## src/rtl/hex_operand_loader.sv

```systemverilog
// Purpose: assembles a serial hex-digit stream into a double-buffered operand pair (A, B) for the magnitude comparator.
// Latency: a/b/op_valid/frame_cnt update on the edge that accepts the 2*NDIG-th digit; sync_err pulses the cycle after an offending digit.
// Backpressure: nib_ready drops only while a completed pair waits for op_ack (and during reset); it never depends on nib_valid.
//
// Ports:
//   clk, rst                  rising-edge clock, synchronous active-high reset
//   nib_in, nib_sof           hex digit and start-of-frame marker (first digit of A)
//   nib_valid, nib_ready      digit handshake; a transfer is nib_valid && nib_ready at a rising edge
//   a, b                      operands, element [NDIG-1] is the most-significant digit
//   op_valid, op_ack          completed pair is held until the consumer acknowledges it
//   sync_err                  one-cycle pulse on a missing or unexpected start-of-frame
//   frame_cnt                 completed frames, wraps 255 -> 0
module hex_operand_loader #(
  parameter int NDIG = 4
) (
  input  logic                 clk,
  input  logic                 rst,
  input  logic [3:0]           nib_in,
  input  logic                 nib_sof,
  input  logic                 nib_valid,
  output logic                 nib_ready,
  output logic [NDIG-1:0][3:0] a,
  output logic [NDIG-1:0][3:0] b,
  output logic                 op_valid,
  input  logic                 op_ack,
  output logic                 sync_err,
  output logic [7:0]           frame_cnt
);

  localparam int IW = (NDIG > 1) ? $clog2(NDIG) : 1;

  typedef enum logic [1:0] {
    WAIT_SOF,
    LOAD_A,
    LOAD_B,
    HOLD
  } state_t;

  state_t               state, state_nxt;
  logic [IW-1:0]        idx, idx_nxt;       // digit index within the operand being loaded
  logic [NDIG-1:0][3:0] sh_a, sh_b;         // shadow operands, invisible to the comparator
  logic [NDIG-1:0][3:0] sh_a_nxt, sh_b_nxt;
  logic                 err_nxt;
  logic                 load_pair;
  logic                 clr_valid;
  logic                 fire;
  logic                 last_dig;

  // Ready is a pure function of state and rst so the upstream can never see a loop through nib_valid.
  assign nib_ready = !rst && (state != HOLD);
  assign fire      = nib_valid && nib_ready;
  assign last_dig  = (idx == IW'(NDIG - 1));

  // Digit index 0 is the most-significant digit, stored in element [NDIG-1].
  function automatic logic [IW-1:0] slot(input logic [IW-1:0] i);
    return IW'(NDIG - 1) - i;
  endfunction

  always_comb begin
    state_nxt = state;
    idx_nxt   = idx;
    sh_a_nxt  = sh_a;
    sh_b_nxt  = sh_b;
    err_nxt   = 1'b0;
    load_pair = 1'b0;
    clr_valid = 1'b0;

    case (state)
      WAIT_SOF: begin
        if (fire) begin
          if (nib_sof) begin
            sh_a_nxt[NDIG-1] = nib_in;
            idx_nxt          = IW'(1);
            state_nxt        = LOAD_A;
          end else begin
            // Stray digit outside a frame: drop it and keep hunting for a start marker.
            err_nxt = 1'b1;
          end
        end
      end

      LOAD_A, LOAD_B: begin
        if (fire) begin
          if (nib_sof) begin
            // A new start marker mid-frame abandons the partial frame and
            // restarts collection with this digit as A's leading digit.
            err_nxt          = 1'b1;
            sh_a_nxt[NDIG-1] = nib_in;
            idx_nxt          = IW'(1);
            state_nxt        = LOAD_A;
          end else if (state == LOAD_A) begin
            sh_a_nxt[slot(idx)] = nib_in;
            if (last_dig) begin
              idx_nxt   = '0;
              state_nxt = LOAD_B;
            end else begin
              idx_nxt = idx + IW'(1);
            end
          end else begin
            sh_b_nxt[slot(idx)] = nib_in;
            if (last_dig) begin
              idx_nxt   = '0;
              state_nxt = HOLD;
              load_pair = 1'b1;
            end else begin
              idx_nxt = idx + IW'(1);
            end
          end
        end
      end

      HOLD: begin
        if (op_ack) begin
          state_nxt = WAIT_SOF;
          clr_valid = 1'b1;
        end
      end

      default: state_nxt = WAIT_SOF;
    endcase
  end

  always_ff @(posedge clk) begin
    if (rst) begin
      state     <= WAIT_SOF;
      idx       <= '0;
      sh_a      <= '0;
      sh_b      <= '0;
      a         <= '0;
      b         <= '0;
      op_valid  <= 1'b0;
      sync_err  <= 1'b0;
      frame_cnt <= 8'd0;
    end else begin
      state    <= state_nxt;
      idx      <= idx_nxt;
      sh_a     <= sh_a_nxt;
      sh_b     <= sh_b_nxt;
      sync_err <= err_nxt;
      // The output pair is copied from the next-shadow value so the final
      // B digit lands in b on the same edge that accepts it.
      if (load_pair) begin
        a         <= sh_a_nxt;
        b         <= sh_b_nxt;
        op_valid  <= 1'b1;
        frame_cnt <= frame_cnt + 8'd1;
      end else if (clr_valid) begin
        op_valid <= 1'b0;
      end
    end
  end

endmodule
```

## config.mk

```make
export PLATFORM = sky130hd
export DESIGN_NAME = hex_operand_loader
export DESIGN_NICKNAME = d
export VERILOG_FILES = /design/src/rtl/hex_operand_loader.sv
export SDC_FILE = /design/constraint.sdc
export NUM_CORES = 1
export LEC_CHECK = 0
export ABC_AREA = 1
export CELL_PAD_IN_SITES_DETAIL_PLACEMENT = 1
export CELL_PAD_IN_SITES_GLOBAL_PLACEMENT = 1
export CORE_MARGIN = 3
export CORE_UTILIZATION = 30
export CTS_CLUSTER_DIAMETER = 150
export CTS_CLUSTER_SIZE = 16
export DETAILED_ROUTE_END_ITERATION = 10
export PLACE_DENSITY_LB_ADDON = 0.1
export SYNTH_ARGS = -nofsm -noshare
export SYNTH_HDL_FRONTEND = slang
export SYNTH_SLANG_ARGS = --single-unit
```

## constraint.sdc

```tcl
create_clock -name clk -period 1.8 [get_ports clk]
set_input_delay 0.18 -clock clk [delete_from_list [all_inputs] [get_ports clk]]
set_output_delay 0.18 -clock clk [all_outputs]
set_load 0.005 [all_outputs]
```

Word level (Yosys, flattened, before mapping)
Cells that the tools add are included.

Register bits after elaboration: 78. Word-level logic and storage cells: 89.

Add/sub/neg operators: 3. Magnitude comparators: 2. Equal/unequal tests: 10. Mux-type cells: 43. Reductions and logical operators: 10.

Operators with widths (count): 16-bit 2-to-1 mux (6); 16-bit bitwise mux (2); 12-bit 2-to-1 mux (2); 2-bit 2-to-1 mux (11); 4-bit 2-to-1 mux (4); 1-bit 2-to-1 mux (13); 2-bit != test, second input constant (5); 8-bit by 1-bit adder with 8-bit output, second input constant (1); 4-bit demux with 2-bit select (1); 4-bit case mux with 2 select lines (1); 2-bit == test, second input constant (3); 2-bit case mux with 3 select lines (1); 5-bit AND reduction (1); 2-bit case mux with 2 select lines (1); 4-bit AND reduction (1); 2-bit nonzero test (2); 1-bit logical AND (3); 2-bit by 3-bit less-than comparator with 1-bit output, second input constant (1); 3-bit != test, second input constant (1); 2-bit by 1-bit adder with 2-bit output, second input constant (1); 2-bit by 1-bit == test with 1-bit output, second input constant (1); 2-bit by 1-bit greater-or-equal comparator with 1-bit output, second input constant (1); 2-bit zero test (1); 1-bit case mux with 2 select lines (1); other kinds (3) (3).

Logic depth before layout (Yosys ltp)
Gate-level depths: netlist of the first run.

Word-level depth: 10. Mapped depth: 12. Mapped depth without buffers: 11.

Worst setup path after synthesis of the first run
Ideal clock, no wire load.

Kind: register to register. From: register state[0]. To: register b[10] (netlist bit). Library setup time: 0.109 ns. Arrival: 1.655 ns. Data required time: 1.691 ns. Setup slack: 0.037 ns. Stages on the path, launching flop included: 13. Path buffers: 3. Cell sequence: dfxtp_1 > inv_1 > ha_1 > buf_2 > inv_2 > nor3_4 > nand2_2 > inv_2 > buf_6 > buf_6 > nand2_1 > nand2_1 > inv_1.

Longest elaborated chain between the ends: 5. Elaborated cells on any way between the ends: 14.

Ends and longest elaborated chain: from (decl) (line 39) `state_t state, state_nxt;`; from (signal assigned) (line 135) `state <= state_nxt;`; 2-bit by 1-bit == test with 1-bit output or 2-bit != test (tied branches) (line 68, 91, 50); 16-bit 2-to-1 mux (tied with other cells) (line 91) `end else if (state == LOAD_A) begin`; 16-bit 2-to-1 mux (tied with other cells) (line 84) `if (nib_sof) begin`; 16-bit 2-to-1 mux or 1-bit 2-to-1 mux (tied branches) (line 83) `if (fire) begin`; 16-bit 2-to-1 mux or 1-bit 2-to-1 mux (tied branches) (line 68) `case (state)`; to (signal assigned) (line 144) `b <= sh_b_nxt;`; to (decl) (line 23) `output logic [NDIG-1:0][3:0] b,`.

Parallel ways exist; a longest one is shown, timed or not. A chain may end at the register's enable or synchronous reset.

Final worst setup path of the first run
From: register state[0]. To: register a[0] (netlist bit).

Longest elaborated chain between the ends: 5. Elaborated cells on any way between the ends: 14.

Ends and longest elaborated chain: 2-bit by 1-bit == test with 1-bit output or 2-bit != test (tied branches) (line 68, 91, 50); 16-bit 2-to-1 mux (tied with other cells) (line 91); 12-bit 2-to-1 mux (tied with other cells) (line 84); 16-bit 2-to-1 mux or 1-bit 2-to-1 mux (tied branches) (line 83); 12-bit 2-to-1 mux or 1-bit 2-to-1 mux (tied branches) (line 68); to (signal assigned) (line 143) `a <= sh_a_nxt;`; to (decl) (line 22) `output logic [NDIG-1:0][3:0] a,`.

Parallel ways exist; a longest one is shown, timed or not.

==> reports/results.tsv, run 1 <==
stage	metric	value	unit
placed_design	dp.cells	634	
grt	grt_pass1_wl	14.9	mm
worst_setup_path	cp.required	2.09	ns
layout	areaGrowthSynthToFinish	40.7	%
worst_setup_path	crit_type	flip-flop to flip-flop	
layout	final_cell_mix	95 x nor2_1, 79 x nand2_1, 72 x dfxtp_1	
layout	fin_area	0.00449	mm²
grt	grt_max_degree	34	
worst_setup_path	crit_chain	inv_4, ha_4, inv_4, nor3_4, nand2_2, clkinv_4, buf_6, nor2_1, nor2_1, o21ai_0, inv_1	
clock_network	cts_tree	done	
detailed_routing	wl	8.95	mm
placed_design	dp_hpwl	6.09	mm
timing	hold_slack	0.385	ns
die	die_area	0.0119	mm²
timing	rsz0062_at_grt	yes	
layout	layout_commonest_cell	nor2_1	
synthesis	ys.flop_type	dfxtp_1	
timing	tns	0	ns
detailed_routing	via_per_inst	4.53	
grt	gr-total-overflow	0	
die	start_util	0.309	
layout	fill_cells	1260	
min_path	hold_path_class	input pin to flip-flop	
detailed_routing	ant_nets	0	
worst_setup_path	cp_data_arrival_time	2.05	ns
worst_setup_path	crit_fanout	10	
power	p_per_area	870	mW/mm²
clock_network	clockBufferDepth	2	
synthesis	ys_types	29	
clock_network	insertion_delay	0.34	ns
synthesis	synth_area_per_cell	7.23	µm²
outcome	status	complete, no violations	
die	fp.dieW	109	µm
synthesis	synth_nets	459	
timing	slew_headroom	0.739	
worst_setup_path	start_kind	flip-flop	
timing	post-route-min-period	1.76	ns
die	dieHeight	109	µm
timing	tightest_slew	0.392	ns
synthesis	yosysWarningCount	0	
die	row_count	37	
synthesis	syn_inst	441	
worst_setup_path	end_kind	flip-flop	
layout	antenna_cells	0	
power	ir_drop	0.465	mV
timing	setup_viol_count_final	0	
die	io_pins	52	
job	drv_cap	0	
clock_network	cts_root_buf	clkbuf_8	
timing	post-route-period-util	0.976	
synthesis	yosysSeqAreaShare	0.464	
placed_design	gp_congestion	0.820	
detailed_routing	post_drt_wl_per_cell	13.6	µm
layout	drive_gt1_frac	0.208	
grt	grt_antenna_before_repair	0	
timing	clock_skew	0.0147	ns
clock_network	clk_pin_slew	0.08	ns
die	core-area	0.0103	mm²
synthesis	yosys_register_bits	74	
timing	hold_viol	0	
placed_design	numPortBuffers	51	
timing	timing.fmax	0.569	GHz
clock_network	clock-sinks	74	
power	leakagePower	1.96	nW
synthesis	synth_edf_count	0	
detailed_routing	drc	0	
detailed_routing	vias	2971	
detailed_routing	drt_iter0_drc	49	
timing	maxSlewViolCount	0	
synthesis	syn_area	0.00319	mm²
grt	grt_usage	0.161	
synthesis	async_flop_share	0	
grt	grt_pass1_vias	3063	
placed_design	placed_cell_area	0.00395	mm²
worst_setup_path	cpPeakStageDelay	0.40	ns
worst_setup_path	critPathSlowestCell	dfxtp_4	
layout	stdcell_count	656	
detailed_routing	drtPass1Iterations	4	
clock_network	cts_made_buffers	9	
layout	final_net_count	534	
clock_network	h-tree-depth	3	
==> repair_timing <==
item / in CTS / in global routing
setup buffers: 3 / 1
hold buffers: 0 / 0
pin swaps: 3 / 8
gates cloned: 1 / 2
setup endpoints to repair: 41 / 48
resized for setup: 16 / 54
==> through the flow <==
stage / util / setup slack [ns] / total power, mW
2_1_floorplan: - / 0.0366 / 2.19
6_report: 0.435 / 0.0424 / 3.91
5_1_grt: 0.435 / -0.0781 / 4.15
4_1_cts: 0.412 / 0.00404 / 3.89
3_3_place_gp: 0.382 / -0.0451 / 2.46
3_5_place_dp: 0.382 / -0.0722 / 2.48
==> Yosys cell counts, types with 4 or more instances <==
| cell type | number | share of area |
|---|---|---|
| o21a_1 | 4 | 0.0094 |
| a21oi_1 | 31 | 0.049 |
| buf_6 | 4 | 0.014 |
| clkbuf_1 | 6 | 0.0071 |
| ha_1 | 9 | 0.035 |
| o21ai_0 | 19 | 0.030 |
| a21oi_2 | 4 | 0.011 |
| nor2_1 | 105 | 0.12 |
| inv_2 | 4 | 0.0047 |
| nand2_1 | 85 | 0.10 |
| nand3_1 | 11 | 0.017 |
| inv_1 | 53 | 0.062 |
| dfxtp_1 | 74 | 0.46 |
==> registers in the layout, summed over array words and instances, names as in the netlist <==
| name | flops |
|---|---|
| a | 16 |
| b | 16 |
| sh_a | 16 |
| sh_b | 12 |
| frame_cnt | 8 |
| idx | 2 |
| state | 2 |
| op_valid | 1 |
| sync_err | 1 |
==> cells by family (layout without fill, tap and decap cells) <==
| group | after synthesis | after routing | share of synthesized area |
|---|---|---|---|
| fa+ha+maj | 9 | 9 | 0.0353 |
| simple gates | 215 | 215 | 0.275 |
| xor+xnor | 4 | 4 | 0.0110 |
| flops | 74 | 74 | 0.464 |
| compound gates | 64 | 64 | 0.112 |
| buf+inv | 75 | 154 | 0.102 |
==> worst paths after layout <==
path	end	depth (start not counted)	startpoint	slack, ns
worst max-delay path	a[0]	11	state[0]	0.04
worst min-delay path	b[1]	3	rst	0.38
worst max register to register	a[0]	11	state[0]	0.04
worst min register to register	b[2]	2	b[2]	0.47
==> critical path, delay by kind of cell, from the launching register on <==
family / cells / cell delay, ns
compound gates: 1 / 0.09
buf+inv: 5 / 0.45
simple gates: 4 / 0.46
flops: 1 / 0.40
fa+ha+maj: 1 / 0.29
==> cell type report <==
class                           count  area [µm²]  share of cell area
Multi-Input combinational cell    292        1590               0.353
Inverter                           57         224              0.0499
Clock buffer                       12         155              0.0346
Sequential cell                    74        1490               0.331
Timing Repair Buffer               82         821               0.183
Clock inverter                      3        47.5              0.0106
Tap cell                          136         170              0.0379
==> per-layer routing <==
metal	track usage	share of wire	vias to the layer above
li1	-	-	1500
met1	0.207	0.48	1402
met2	0.266	0.47	55
met3	0.0373	0.032	14
met4	0.0523	0.019	0
met5	0	0	-
==> power by group <==
part,switching [mW],internal [mW]
clock network,0.618,0.717
logic,0.462,0.348
registers,0.0525,1.71
Power figures use the tool's default switching activity.
==> inputs of run 2 (changes only) <==
--- a/config.mk
+++ b/config.mk
@@ -9,7 +9,7 @@
 export CELL_PAD_IN_SITES_DETAIL_PLACEMENT = 1
 export CELL_PAD_IN_SITES_GLOBAL_PLACEMENT = 1
 export CORE_MARGIN = 3
-export CORE_UTILIZATION = 30
+export CORE_UTILIZATION = 34
 export CTS_CLUSTER_DIAMETER = 150
 export CTS_CLUSTER_SIZE = 16
 export DETAILED_ROUTE_END_ITERATION = 10
==> run 2 against run 1 <==
Sequential power is essentially flat. Die area shrank 11%. Largest power group unchanged. Critical path depth fell by 1. Count of clock-buffer cells in the layout down 2. Critical endpoint is now a[5]. Design area rose by 1.7%. The flow now finishes with violations (setup timing). Via count is 0.40% higher. Cell count fell by 4.4%. Worst setup slack got worse by 0.050 ns. Flip-flop and latch count unchanged. Critical path type unchanged.
==> reports/results.tsv, run 2 (same netlist as run 1, synthesis figures left out) <==
stage	metric	value	unit	change
layout	fin_area	0.00457	mm²	was 0.00449 mm²
timing	setup_viol_count_final	1		was 0
worst_setup_path	start_kind	flip-flop		unchanged
clock_network	cts_made_buffers	9		unchanged
layout	drive_gt1_frac	0.220		was 0.208
power	pwr-share-seq	0.423		was 0.451
worst_setup_path	crit_top_cell	nand2_4		
die	dieHeight	103	µm	was 109 µm
timing	tightest_slew	0.478	ns	was 0.392 ns
placed_design	numPortBuffers	51		unchanged
outcome	status	complete, but fails checks		was complete, no violations
worst_setup_path	crit_type	flip-flop to flip-flop		unchanged
detailed_routing	via_per_inst	4.76		was 4.53
timing	hold_viol	0		unchanged
timing	timing.fmax	0.553	GHz	was 0.569 GHz
die	core-area	0.00893	mm²	was 0.0103 mm²
placed_design	dp_hpwl	6.13	mm	was 6.09 mm
die	die_area	0.0106	mm²	was 0.0119 mm²
power	intPower	2.97	mW	was 2.77 mW
timing	maxSlewViolCount	0		unchanged
layout	top_regs	a: 16 flops, b: 16 flops, sh_a: 16 flops		unchanged
power	p_total	4.13	mW	was 3.91 mW
detailed_routing	wl	9.82	mm	was 8.95 mm
worst_setup_path	crit_fanout	8		was 10
min_path	hold_path_class	input pin to flip-flop		unchanged
layout	final_cell_mix	98 x nor2_1, 72 x dfxtp_1, 60 x nand2_1		was 95 x nor2_1, 79 x nand2_1, 72 x dfxtp_1
timing	post-route-min-period	1.81	ns	was 1.76 ns
clock_network	clk_pin_slew	0.08	ns	about the same
grt	grt_max_degree	44		was 34
grt	grt_pass1_wl	15.3	mm	was 14.9 mm
layout	layout_commonest_cell	nor2_1		unchanged
timing	hold_slack	0.206	ns	was 0.385 ns
die	io_pins	52		unchanged
grt	gr-total-overflow	0		unchanged
clock_network	postCtsHoldBufs	0		unchanged
timing	post-route-period-util	1.00		was 0.976
clock_network	cts_root_buf	clkbuf_8		unchanged
power	combPwrFrac	0.198		was 0.207
detailed_routing	ant_nets	0		unchanged
grt	grt_usage	0.189		was 0.161
detailed_routing	drt_iter0_drc	79		was 49
detailed_routing	drc	0		unchanged
placed_design	placed_cell_area	0.00388	mm²	was 0.00395 mm²
detailed_routing	post_drt_wl_per_cell	15.7	µm	was 13.6 µm
layout	antenna_cells	0		unchanged
placed_design	gp_congestion	0.825		was 0.820
power	leakagePower	2.05	nW	was 1.96 nW
power	switching_share	0.283		was 0.290
power	p_per_area	905	mW/mm²	was 870 mW/mm²
worst_setup_path	cp_data_arrival_time	2.06	ns	was 2.05 ns
worst_setup_path	end_kind	flip-flop		unchanged
power	ir_drop	0.386	mV	was 0.465 mV
timing	clock_skew	0.00811	ns	was 0.0147 ns
timing	setup_ws	-0.00797	ns	was 0.0424 ns
die	start_util	0.357		was 0.309
worst_setup_path	crit_chain	inv_2, ha_4, buf_4, nand2_1, nor2_4, nand2_4, a21oi_1, nand2_4, nand2_2, inv_1		was inv_4, ha_4, inv_4, nor3_4, nand2_2, clkinv_4, buf_6, nor2_1, nor2_1, o21ai_0, inv_1
die	row_count	34		was 37
grt	grt_pass1_vias	3060		was 3063
power	power_switching	1.17	mW	was 1.13 mW
worst_setup_path	critPathSlowestCell	dfxtp_2		was dfxtp_4
power	pwr-share-clk	0.380		was 0.342
worst_setup_path	cp.required	2.05	ns	was 2.09 ns
clock_network	h-tree-depth	3		unchanged
detailed_routing	vias	2983		was 2971
layout	areaGrowthSynthToFinish	43.1	%	was 40.7%
timing	rsz0062_at_grt	yes		unchanged
job	drv_cap	0		unchanged
clock_network	clockBufferDepth	2		unchanged
clock_network	cts_tree	done		unchanged
layout	final_net_count	532		was 534
grt	grt_antenna_before_repair	0		unchanged
clock_network	insertion_delay	0.35	ns	was 0.34 ns
worst_setup_path	cpPeakStageDelay	0.36	ns	was 0.40 ns
die	fp.dieW	103	µm	was 109 µm
outcome	violations	setup timing		
clock_network	clock-sinks	74		unchanged
detailed_routing	drtPass1Iterations	4		unchanged
timing	slew_headroom	0.682		was 0.739
## run 2: per-layer routing
metal	vias to the layer above	track usage	part of all wire
met3	10	0.0426	0.027
met2	44	0.315	0.50
met5	-	0	0
met1	1429	0.243	0.46
met4	0	0.0627	0.012
li1	1500	-	-
## run 2: final cells by class
class                      count  area [µm²]
multi-input combinational    292        1590
inverter                      57         224
timing repair buffer          80         892
sequential                    74        1480
clock buffer                  10         128
fill                        1097        4370
clock inverter                 6         114
tap                          108         135
## run 2: worst max-delay path, delay by kind of cell (launching register included)
kind / cells / cell delay, ns
flops: 1 / 0.36
buf+inv: 3 / 0.22
compound gates: 1 / 0.35
simple gates: 5 / 0.50
fa+ha+maj: 1 / 0.28
## run 2: final timing paths
path             from        to  slack [ns]  cells after the start
max reg2reg  state[0]      a[5]      -0.008                     10
min               rst  sync_err        0.21                      4
min reg2reg      b[2]      b[2]        0.47                      2
max          state[0]      a[5]      -0.008                     10
## run 2: metrics by stage
step / setup slack [ns] / std cells / utilization / setup TNS, ns
after floorplan: 0.0366 / 441 / - / 0
after global placement: -0.0130 / 599 / 0.435 / -0.0234
after detailed placement: -0.0864 / 599 / 0.435 / -1.04
after CTS: -0.0208 / 620 / 0.479 / -0.0678
after global routing: -0.109 / 627 / 0.511 / -2.26
final: -0.00797 / 627 / 0.511 / -0.00797
## run 2: power by group through the flow
stage | Sequential, mW | Clock, mW | Combinational, mW
after global routing | 1.76 | 1.69 | 0.896
after floorplan | 1.77 | 0 | 0.422
after detailed placement | 1.78 | 0 | 0.685
after global placement | 1.77 | 0 | 0.670
final | 1.75 | 1.57 | 0.817
after CTS | 1.74 | 1.60 | 0.727
## run 2: timing repair
action / in CTS / in global routing
setup endpoints to repair: 39 / 61
pin swaps: 5 / 23
cloned: 3 / 4
resized for setup: 15 / 73
hold endpoints to repair: 0 / 0
setup buffers: 2 / 5
